File: src/rtl/fetch_stage.sv
// Instruction fetch stage with IF/ID pipeline latch: owns the PC, handshakes with
// instruction memory via ihit, and handles stall/redirect/halt. Optional FETCH_PERF_EN adds counters.
module fetch_stage #(
  parameter logic [31:0] PC_INIT = 32'h0000_0000
) (
  input  logic        CLK,
  input  logic        nRST,
  input  logic        ihit,
  input  logic [31:0] iload,
  output logic        imemREN,
  output logic [31:0] imemaddr,
  input  logic        stall,
  input  logic        redirect,
  input  logic [31:0] redirect_addr,
  input  logic        halt,
  output logic [31:0] instruction,
  output logic [31:0] pc_plus4,
  output logic        if_valid,
`ifdef FETCH_PERF_EN
  output logic [31:0] fetch_count,
  output logic [31:0] wait_count,
`endif
  output logic        halted
);

  typedef enum logic {RUN, HALTED} state_t;

  state_t      state_q, state_d;
  logic [31:0] pc_q, pc_d;
  logic [31:0] instr_q, instr_d;
  logic [31:0] pcp4_q, pcp4_d;
  logic        valid_q, valid_d;
  logic        fetch_evt, wait_evt;

  always_ff @(posedge CLK or negedge nRST) begin
    if (!nRST) begin
      state_q <= RUN;
      pc_q    <= {PC_INIT[31:2], 2'b00};
      instr_q <= '0;
      pcp4_q  <= '0;
      valid_q <= 1'b0;
    end else begin
      state_q <= state_d;
      pc_q    <= pc_d;
      instr_q <= instr_d;
      pcp4_q  <= pcp4_d;
      valid_q <= valid_d;
    end
  end

  always_comb begin
    state_d   = state_q;
    pc_d      = pc_q;
    instr_d   = instr_q;
    pcp4_d    = pcp4_q;
    valid_d   = valid_q;
    fetch_evt = 1'b0;
    wait_evt  = 1'b0;
    if (state_q == RUN) begin
      if (halt) begin
        state_d = HALTED;
        instr_d = '0;
        valid_d = 1'b0;
      end else if (redirect) begin
        // Redirect wins over stall; any ihit this cycle belongs to a squashed path.
        pc_d    = {redirect_addr[31:2], 2'b00};
        instr_d = '0;
        valid_d = 1'b0;
      end else if (stall) begin
        // Hold everything; memory simply re-reads the same PC next cycle.
      end else if (ihit) begin
        fetch_evt = 1'b1;
        pc_d      = pc_q + 32'd4;
        instr_d   = iload;
        pcp4_d    = pc_q + 32'd4;
        valid_d   = 1'b1;
      end else begin
        wait_evt = 1'b1;
        instr_d  = '0;
        valid_d  = 1'b0;
      end
    end
  end

`ifdef FETCH_PERF_EN
  logic [31:0] fetch_cnt_q, fetch_cnt_d;
  logic [31:0] wait_cnt_q, wait_cnt_d;

  always_comb begin
    fetch_cnt_d = fetch_cnt_q;
    wait_cnt_d  = wait_cnt_q;
    if (fetch_evt && fetch_cnt_q != 32'hFFFF_FFFF) fetch_cnt_d = fetch_cnt_q + 32'd1;
    if (wait_evt && wait_cnt_q != 32'hFFFF_FFFF) wait_cnt_d = wait_cnt_q + 32'd1;
  end

  always_ff @(posedge CLK or negedge nRST) begin
    if (!nRST) begin
      fetch_cnt_q <= '0;
      wait_cnt_q  <= '0;
    end else begin
      fetch_cnt_q <= fetch_cnt_d;
      wait_cnt_q  <= wait_cnt_d;
    end
  end

  assign fetch_count = fetch_cnt_q;
  assign wait_count  = wait_cnt_q;
`endif

  assign imemaddr    = pc_q;
  assign imemREN     = nRST && (state_q == RUN);
  assign instruction = instr_q;
  assign pc_plus4    = pcp4_q;
  assign if_valid    = valid_q;
  assign halted      = (state_q == HALTED);

endmodule
File: config.mk
export PLATFORM = sky130hd
export DESIGN_NAME = fetch_stage
export DESIGN_NICKNAME = d
export VERILOG_FILES = /design/src/rtl/fetch_stage.sv
export SDC_FILE = /design/constraint.sdc
export NUM_CORES = 1
export LEC_CHECK = 0
export ABC_AREA = 1
export CAP_MARGIN = 0
export CORE_AREA = 2 2 101 103
export CTS_CLUSTER_DIAMETER = 120
export DETAILED_ROUTE_END_ITERATION = 12
export DIE_AREA = 0 0 103 105
export DONT_BUFFER_PORTS = 1
export PLACE_DENSITY_LB_ADDON = 0.3
export SLEW_MARGIN = 40
export SYNTH_ARGS = -nofsm -noshare
export SYNTH_HDL_FRONTEND = slang
export SYNTH_SLANG_ARGS = --single-unit
File: constraint.sdc
create_clock -name CLK -period 2.9 [get_ports CLK]
set_input_delay 0.29 -clock CLK [delete_from_list [all_inputs] [get_ports CLK]]
set_output_delay 0.29 -clock CLK [all_outputs]
set_load 0.005 [all_outputs]
==> out/qor.log, run 1 <==
INFO  setup_path     critical_path.reg2reg.startpoint=halted$_DFF_PN0_
INFO  setup_path     r2r.worst_path.cells=5
INFO  place          place.gp.congestion=0.8347
INFO  finish         final_cell_count_no_fill=728
INFO  finish         fillers=921
INFO  setup_path     critical-path-max-stage-delay=0.44ns
INFO  min_path       whs_endpoint=instruction[1]$_DFFE_PN0P_
INFO  logic_synthesis average_cell_area_after_synthesis=7.878um2
INFO  finish         antenna_cells_inserted=0
INFO  sta            timing_max_transition_violations_final=0
INFO  clocking       htree_levels=3
INFO  place          placement.io_buffers=0
INFO  finish         area_added_between_synthesis_and_finish=7.623%
INFO  min_path       worst_hold_path.num_cells=1
INFO  setup_path     cpLargestDelayFamily=buffers and inverters
INFO  setup_path     worst_setup_path_start_kind=flip-flop
INFO  logic_synthesis synth_sequential_area_ratio=49.93%
INFO  outcome        run_status=finished, final reports clean
INFO  setup_path     worst-r2r-setup-slack=1.02ns
INFO  sta            final-setup-viol-count=0
INFO  global_route   antenna_violations_before_repair=0
INFO  drt            wl_per_cell=16.32um
INFO  job            drv.max_cap_violation_count=0
INFO  setup_path     r2r-end=instruction[20]$_DFFE_PN0P_
INFO  sta            slew-limit-headroom=54.13%
INFO  drt            detail_route.vias_per_cell=5.294
INFO  logic_synthesis netlist_top_cells_area=dfrtp_1 50%, nand2_1 17%, a22o_1 5.9%
INFO  setup_path     worstPathArrival=2.19ns
INFO  setup_path     critPathKind=reg -> reg
INFO  logic_synthesis ys_ff_latch=94
INFO  setup_path     crit_path_end_kind=flip-flop
INFO  logic_synthesis count_of_synthesis_stage_warnings_from_yosys=0
INFO  global_route   grt_first_pass_wirelength=18.54mm
INFO  sta            final.setup.tns=0ns
INFO  logic_synthesis synth.cells.most_frequent=219 x nand2_1, 94 x dfrtp_1, 73 x nor2_1
INFO  sta            hold_viol_final=0
INFO  logic_synthesis area_share_of_the_largest_cell_type_after_synthesis=49.93%
INFO  clocking       cts_root_buf=clkbuf_8
INFO  setup_path     worst-path-buf-inv=2
INFO  sta            setup_repair_after_global_routing_missed_its_margin=no
INFO  global_route   grt_max_degree=95
INFO  setup_path     cpMaxStageDelayCell=dfrtp_1
INFO  clocking       clock_path_buffers=2
INFO  setup_path     path_cells=nor2_1 > nand3_2 > inv_2 > buf_4 > a22o_1
INFO  global_route   first_global_vias=3731
INFO  drt            drt_first_pass_iters=4
INFO  sta            finalCriticalPeriod=1.881ns
INFO  sta            holdWs=0.04772ns
INFO  sta            final.period_utilization=64.88%
INFO  logic_synthesis postSynth.asyncResetShare=100.0%
INFO  pwr            leakage_power_summed_over_all_cells=2.513nW
INFO  min_path       min_from=iload[1]
INFO  drt            via_count=3854
INFO  sta            worst_pin_slew=0.6862ns
INFO  clocking       cts.sink_count=94
INFO  clocking       tritoncts=built
INFO  setup_path     critical_path_maximum_fanout=34
INFO  place          placed_cell_area=4787um2
INFO  clocking       cts_resized=0
INFO  finish         layout_cell_share_with_drive_strength_beyond_1=7.395%
INFO  pwr            ir_drop_worst_vdd=0.0002371V
INFO  sta            max_freq=0.5315GHz
INFO  logic_synthesis synthesis.area=4711um2
INFO  floorplanning  die_h=105um
INFO  finish         postLayoutCoreUtil=52.60%
INFO  finish         final_design_area_no_fill=5070um2
INFO  drt            count_of_nets_left_with_antenna_violations_after_detail_routing=0
INFO  global_route   aggregate_global_routing_overflow=0
INFO  floorplanning  start_util=48.87%
INFO  logic_synthesis edff_count_synth=0
INFO  floorplanning  top_level_ports=169
INFO  logic_synthesis post_synth_inst_count=598
INFO  logic_synthesis synthMostInstantiatedCell=nand2_1
INFO  logic_synthesis dominantRegCellSynth=dfrtp_1
INFO  floorplanning  horiz_die_dim=103um
INFO  drt            detail_route.iter0.violations=145
INFO  finish         final_nets=661
INFO  logic_synthesis synth_top_area_cell=dfrtp_1
INFO  clocking       clkTransAtPathRegs=0.09ns
INFO  clocking       worst_skew_pair.late_latency=0.37ns
INFO  global_route   track_usage=22.30%
INFO  clocking       cts_inserted_buffers=9
INFO  drt            post-route-drc-count=0
INFO  place          place.detailed.hpwl=8.418mm
INFO  drt            detail_route.wirelength=11.88mm
INFO  min_path       hp-class=in -> reg
INFO  setup_path     cp_data_required_time=3.20ns
INFO  sta            timing.clock.skew=0.01297ns
INFO  floorplanning  rows=36
INFO  place          placed_cells_incl_taps=710
INFO  floorplanning  floorplan.die_area=10820um2
INFO  floorplanning  coreArea=9639um2
INFO  pwr            powerDensity=563.8nW/um2
INFO  logic_synthesis post_synth_num_cell_types=29
[per-stage QoR]
stage,total power [mW],worst slack (ns)
after CTS,2.895,0.9986
after global routing,3.007,0.8755
after floorplan,1.725,1.432
final,2.858,1.019
after global placement,1.790,1.066
after detailed placement,1.802,1.019
[per-layer routing]
layer / GRT usage (%) / wire length [um] / vias up
met5: 0 / 0 / -
met3: 6.221 / 1065 / 18
li1: - / - / 1896
met4: 8.271 / 246 / 0
met1: 27.35 / 4974 / 1784
met2: 36.92 / 5597 / 156
[layout by cell type (no fill, tap or decap), types with 3 or more instances in the layout]
| master | netlist | routed |
|---|---|---|
| o21ai_0 | 33 | 33 |
| nor2_1 | 73 | 73 |
| xnor2_1 | 3 | 3 |
| o22ai_1 | 3 | 3 |
| inv_2 | 3 | 3 |
| inv_1 | 34 | 34 |
| nand2_2 | 6 | 6 |
| o21a_1 | 4 | 4 |
| clkinvlp_4 | 0 | 3 |
| clkbuf_8 | 0 | 9 |
| nand2_1 | 219 | 219 |
| o21ai_1 | 5 | 5 |
| xor2_1 | 3 | 3 |
| bufinv_16 | 0 | 3 |
| a22o_1 | 32 | 32 |
| nand3_1 | 34 | 34 |
| nor2_2 | 4 | 4 |
| buf_4 | 4 | 4 |
| dfrtp_1 | 94 | 94 |
| conb_1 | 1 | 4 |
| and2_1 | 3 | 3 |
| nor2_4 | 6 | 6 |
[power breakdown]
group / leakage [nW] / internal [mW] / total, mW / switching (mW)
Combinational: 1.15 / 0.106 / 0.283 / 0.177
Sequential: 1.25 / 1.40 / 1.52 / 0.128
Clock: 0.112 / 0.575 / 1.05 / 0.478
[worst max path at each step]
stage / startpoint / endpoint / slack (ns) / depth (start not counted)
floorplan: imemaddr[3]$_DFFE_PN0P_ / imemaddr[24]$_DFFE_PN0P_ / 1.43 / 10
global placement: halted$_DFF_PN0_ / instruction[4]$_DFFE_PN0P_ / 1.07 / 5
detailed placement: halted$_DFF_PN0_ / instruction[20]$_DFFE_PN0P_ / 1.02 / 5
CTS: halted$_DFF_PN0_ / instruction[20]$_DFFE_PN0P_ / 1.0 / 5
global route: halted$_DFF_PN0_ / instruction[13]$_DFFE_PN0P_ / 0.88 / 5
finish: halted$_DFF_PN0_ / instruction[20]$_DFFE_PN0P_ / 1.02 / 5
[cell families (layout without fill, tap and decap cells)]
group / after synthesis / after routing / share of synthesized area (%)
AO/OA/AOI/OAI: 81 / 81 / 11.61
buffers and inverters: 65 / 59 / 5.976
flip-flops: 94 / 94 / 49.93
XOR/XNOR: 6 / 6 / 1.116
AND/OR/NAND/NOR: 350 / 350 / 31.02
adder cells (fa/ha/maj): 1 / 1 / 0.2656
other: 1 / 4 / 0.07960
[what timing repair did]
action / 4_1_cts / 5_1_grt
hold buffers: 2 / 0
endpoints found under the hold margin: 94 / 0
endpoints found under the setup margin: 0 / 0
buffers inserted: 0 / 0
[cell type report]
cell class                      instances  area (um2)  share of cell area [%]
Multi-Input combinational cell        442        2100                   41.41
Inverter                               37       138.9                   2.739
Clock buffer                            9       123.9                   2.443
Tap cell                              133       166.4                   3.282
Clock inverter                          7       121.4                   2.394
Timing Repair Buffer                    6       67.56                   1.333
Sequential cell                        94        2352                   46.40
[flip-flops by register name, indices dropped and copies added, names as in the netlist]
name / count
imemaddr: 30
pc_plus4: 30
instruction: 32
halted: 1
if_valid: 1
No activity file was read; power rests on OpenSTA's default activity.
==> run 2: changes to the inputs <==
- clock period: 2.9 -> 1.71 ns (I/O delays scaled with it)
==> run 2 against run 1 <==
  * The flow now finishes with violations (negative hold slack)
  * Sequential cell count unchanged
  * Via count grew 7.2%
  * Final cell count up 7.6%
  * First-iteration DRC count rose by 65%
  * Worst setup slack got worse by 0.91 ns
  * Sequential share of layout area fell by 3.8 points
  * Largest power group unchanged
==> out/qor.log, run 2 (synthesized netlist as in run 1, its figures left out) <==
INFO  outcome        run_status=finished, violations left
INFO  outcome        violations=negative hold slack
INFO  sta            holdWs=-0.5080ns [-0.5557 ns]
INFO  drt            detail_route.iter0.violations=239 [+65%]
INFO  drt            post-route-drc-count=0 [unchanged]
INFO  floorplanning  rows=36 [unchanged]
INFO  floorplanning  top_level_ports=169 [unchanged]
INFO  floorplanning  horiz_die_dim=103um [unchanged]
INFO  sta            layout_setup_ws=0.1129ns [-0.9057 ns]
INFO  drt            detailed_routing_wirelength_on_met1=5.351mm [+7.6%]
INFO  sta            slew-limit-headroom=51.56% [-2.6 points]
INFO  setup_path     worst_setup_path_start_kind=flip-flop
INFO  sta            final-setup-viol-count=0 [unchanged]
INFO  floorplanning  die_h=105um [unchanged]
INFO  place          placement.io_buffers=0 [unchanged]
INFO  finish         largest_register_ffs=32 [unchanged]
INFO  setup_path     critical_path_maximum_fanout=35 [+2.9%]
INFO  pwr            leakage_power_summed_over_all_cells=2.733nW [+8.8%]
INFO  setup_path     worstPathArrival=1.91ns [-0.28 ns]
INFO  global_route   antenna_violations_before_repair=0 [unchanged]
INFO  clocking       cts.hold.buffers_added=40 [+38]
INFO  clocking       clkTransAtPathRegs=0.10ns [about the same]
INFO  sta            finalCriticalPeriod=1.597ns [-0.2843 ns]
INFO  drt            top_layer=met4
INFO  sta            setup_repair_after_global_routing_missed_its_margin=yes
INFO  global_route   grt_max_degree=96 [+1.1%]
INFO  job            drv.max_cap_violation_count=0 [unchanged]
INFO  sta            final.period_utilization=93.40% [+29 points]
INFO  clocking       clock_path_buffers=2 [unchanged]
INFO  drt            detail_route.vias_per_cell=5.275 [-0.37%]
INFO  pwr            powerDensity=849.6nW/um2 [+51%]
INFO  finish         final_cell_count_no_fill=783 [+7.6%]
INFO  floorplanning  start_util=48.87% [unchanged]
INFO  finish         layout_cell_share_with_drive_strength_beyond_1=10.77% [+3.4 points]
INFO  sta            timing_max_transition_violations_final=0 [unchanged]
INFO  finish         antenna_cells_inserted=0 [unchanged]
INFO  clocking       cts_inserted_buffers=9 [unchanged]
INFO  drt            route.met2.wl=5.928mm [+5.9%]
INFO  drt            drt_first_pass_iters=5 [+1]
INFO  sta            hold_viol_final=94 [+94]
INFO  global_route   first_global_vias=4094 [+9.7%]
INFO  floorplanning  floorplan.die_area=10820um2 [unchanged]
INFO  finish         final_nets=716 [+8.3%]
INFO  drt            count_of_nets_left_with_antenna_violations_after_detail_routing=0 [unchanged]
INFO  sta            worst_pin_slew=0.7247ns [+0.03853 ns]
INFO  clocking       worst_skew_pair.late_latency=0.37ns [about the same]
INFO  drt            wl_per_cell=16.37um [+0.27%]
INFO  finish         layout_common_cells=219 x nand2_1, 86 x dfrtp_1, 71 x nor2_1
INFO  setup_path     path_cells=nor2_1 > nand3_1 > buf_4 > nor2_1 > nand2_1 > nand2_1
INFO  finish         layout.cells.most_common=nand2_1
INFO  global_route   grt_first_pass_wirelength=20.03mm [+8.0%]
INFO  place          place.gp.congestion=0.8453 [+1.3%]
INFO  place          placed_cells_incl_taps=725 [+2.1%]
INFO  pwr            ir_drop_worst_vdd=0.0003789V [+60%]
INFO  global_route   track_usage=23.66% [+1.4 points]
INFO  clocking       cts.sink_count=94 [unchanged]
INFO  setup_path     cpMaxStageDelayCell=dfrtp_1
INFO  place          post-place-ws=0.06692ns [-0.9522 ns]
INFO  drt            via_count=4130 [+7.2%]
INFO  setup_path     critical-path-max-stage-delay=0.44ns [about the same]
INFO  clocking       tritoncts=built
INFO  sta            timing.clock.skew=0.01978ns [+0.006812 ns]
INFO  sta            max_freq=0.6262GHz [+18%]
INFO  setup_path     cp_data_required_time=2.02ns [-1.18 ns]
INFO  global_route   aggregate_global_routing_overflow=0 [unchanged]
INFO  drt            detail_route.wirelength=12.82mm [+7.8%]
INFO  clocking       htree_levels=3 [unchanged]
INFO  setup_path     crit_path_end_kind=flip-flop
INFO  place          place.detailed.hpwl=8.721mm [+3.6%]
INFO  setup_path     worst-r2r-setup-slack=0.11ns [-0.91 ns]
INFO  clocking       cts_root_buf=clkbuf_8
INFO  setup_path     critPathKind=reg -> reg
INFO  floorplanning  coreArea=9639um2 [unchanged]
INFO  min_path       hp-class=in -> async
INFO  drt            dr_wl_met3=1.252mm [+18%]
INFO  pwr            power=4.712mW [+65%]
INFO  finish         area_added_between_synthesis_and_finish=17.74%
-- run 2: timing repair --
item,4_1_cts,5_1_grt
endpoints found under the setup margin,0,19
hold endpoints to repair,139,94
buffers inserted,0,2
resized for setup,0,12
-- run 2: layer usage --
metal,track usage [%],vias up
li1,-,2001
met1,29.84,1919
met2,38.08,188
met3,6.288,22
met4,9.680,0
met5,0,-
-- run 2: critical path, delay by kind of cell, from the launching register on --
kind | cells | cell delay (ns)
buf+inv | 1 | 0.31
simple gates | 5 | 0.78
flops | 1 | 0.44
-- run 2: path summary, 6_finish.rpt --
path / from / endpoint / cells after the start
worst max-delay path: halted$_DFF_PN0_ / imemaddr[31]$_DFFE_PN0P_ / 6
worst min-delay path: nRST / instruction[12]$_DFFE_PN0P_ / 0
worst max register to register: halted$_DFF_PN0_ / imemaddr[31]$_DFFE_PN0P_ / 6
worst min register to register: pc_plus4[26]$_DFFE_PN0P_ / pc_plus4[26]$_DFFE_PN0P_ / 2
max in group asynchronous: nRST / imemaddr[9]$_DFFE_PN0P_ / 0
min in group CLK: redirect_addr[14] / imemaddr[14]$_DFFE_PN0P_ / 2
-- run 2: report_power, final --
group | switching, mW | total (mW) | leakage (nW) | internal [mW]
clock network | 0.816 | 1.54 | 0.103 | 0.727
logic | 0.331 | 0.610 | 1.39 | 0.279
registers | 0.188 | 2.56 | 1.24 | 2.37
total | 1.34 | 4.71 | 2.73 | 3.38
-- run 2: final cells by class --
type | instances | area, um2
Sequential cell | 94 | 2362
Clock buffer | 10 | 137.6
Tap cell | 133 | 166.4
Inverter | 37 | 138.9
Fill cell | 895 | 4093
Timing Repair Buffer | 61 | 558.0
Multi-Input combinational cell | 442 | 2115
Clock inverter | 6 | 68.82
-- run 2: stage by stage --
stage	setup TNS (ns)	area (um2)	utilization [%]
after floorplan	0	4722	-
after global placement	0	4892	50.75
after detailed placement	0	4900	50.83
after CTS	0	5507	57.13
after global routing	-0.2122	5547	57.54
final	0	5547	57.54
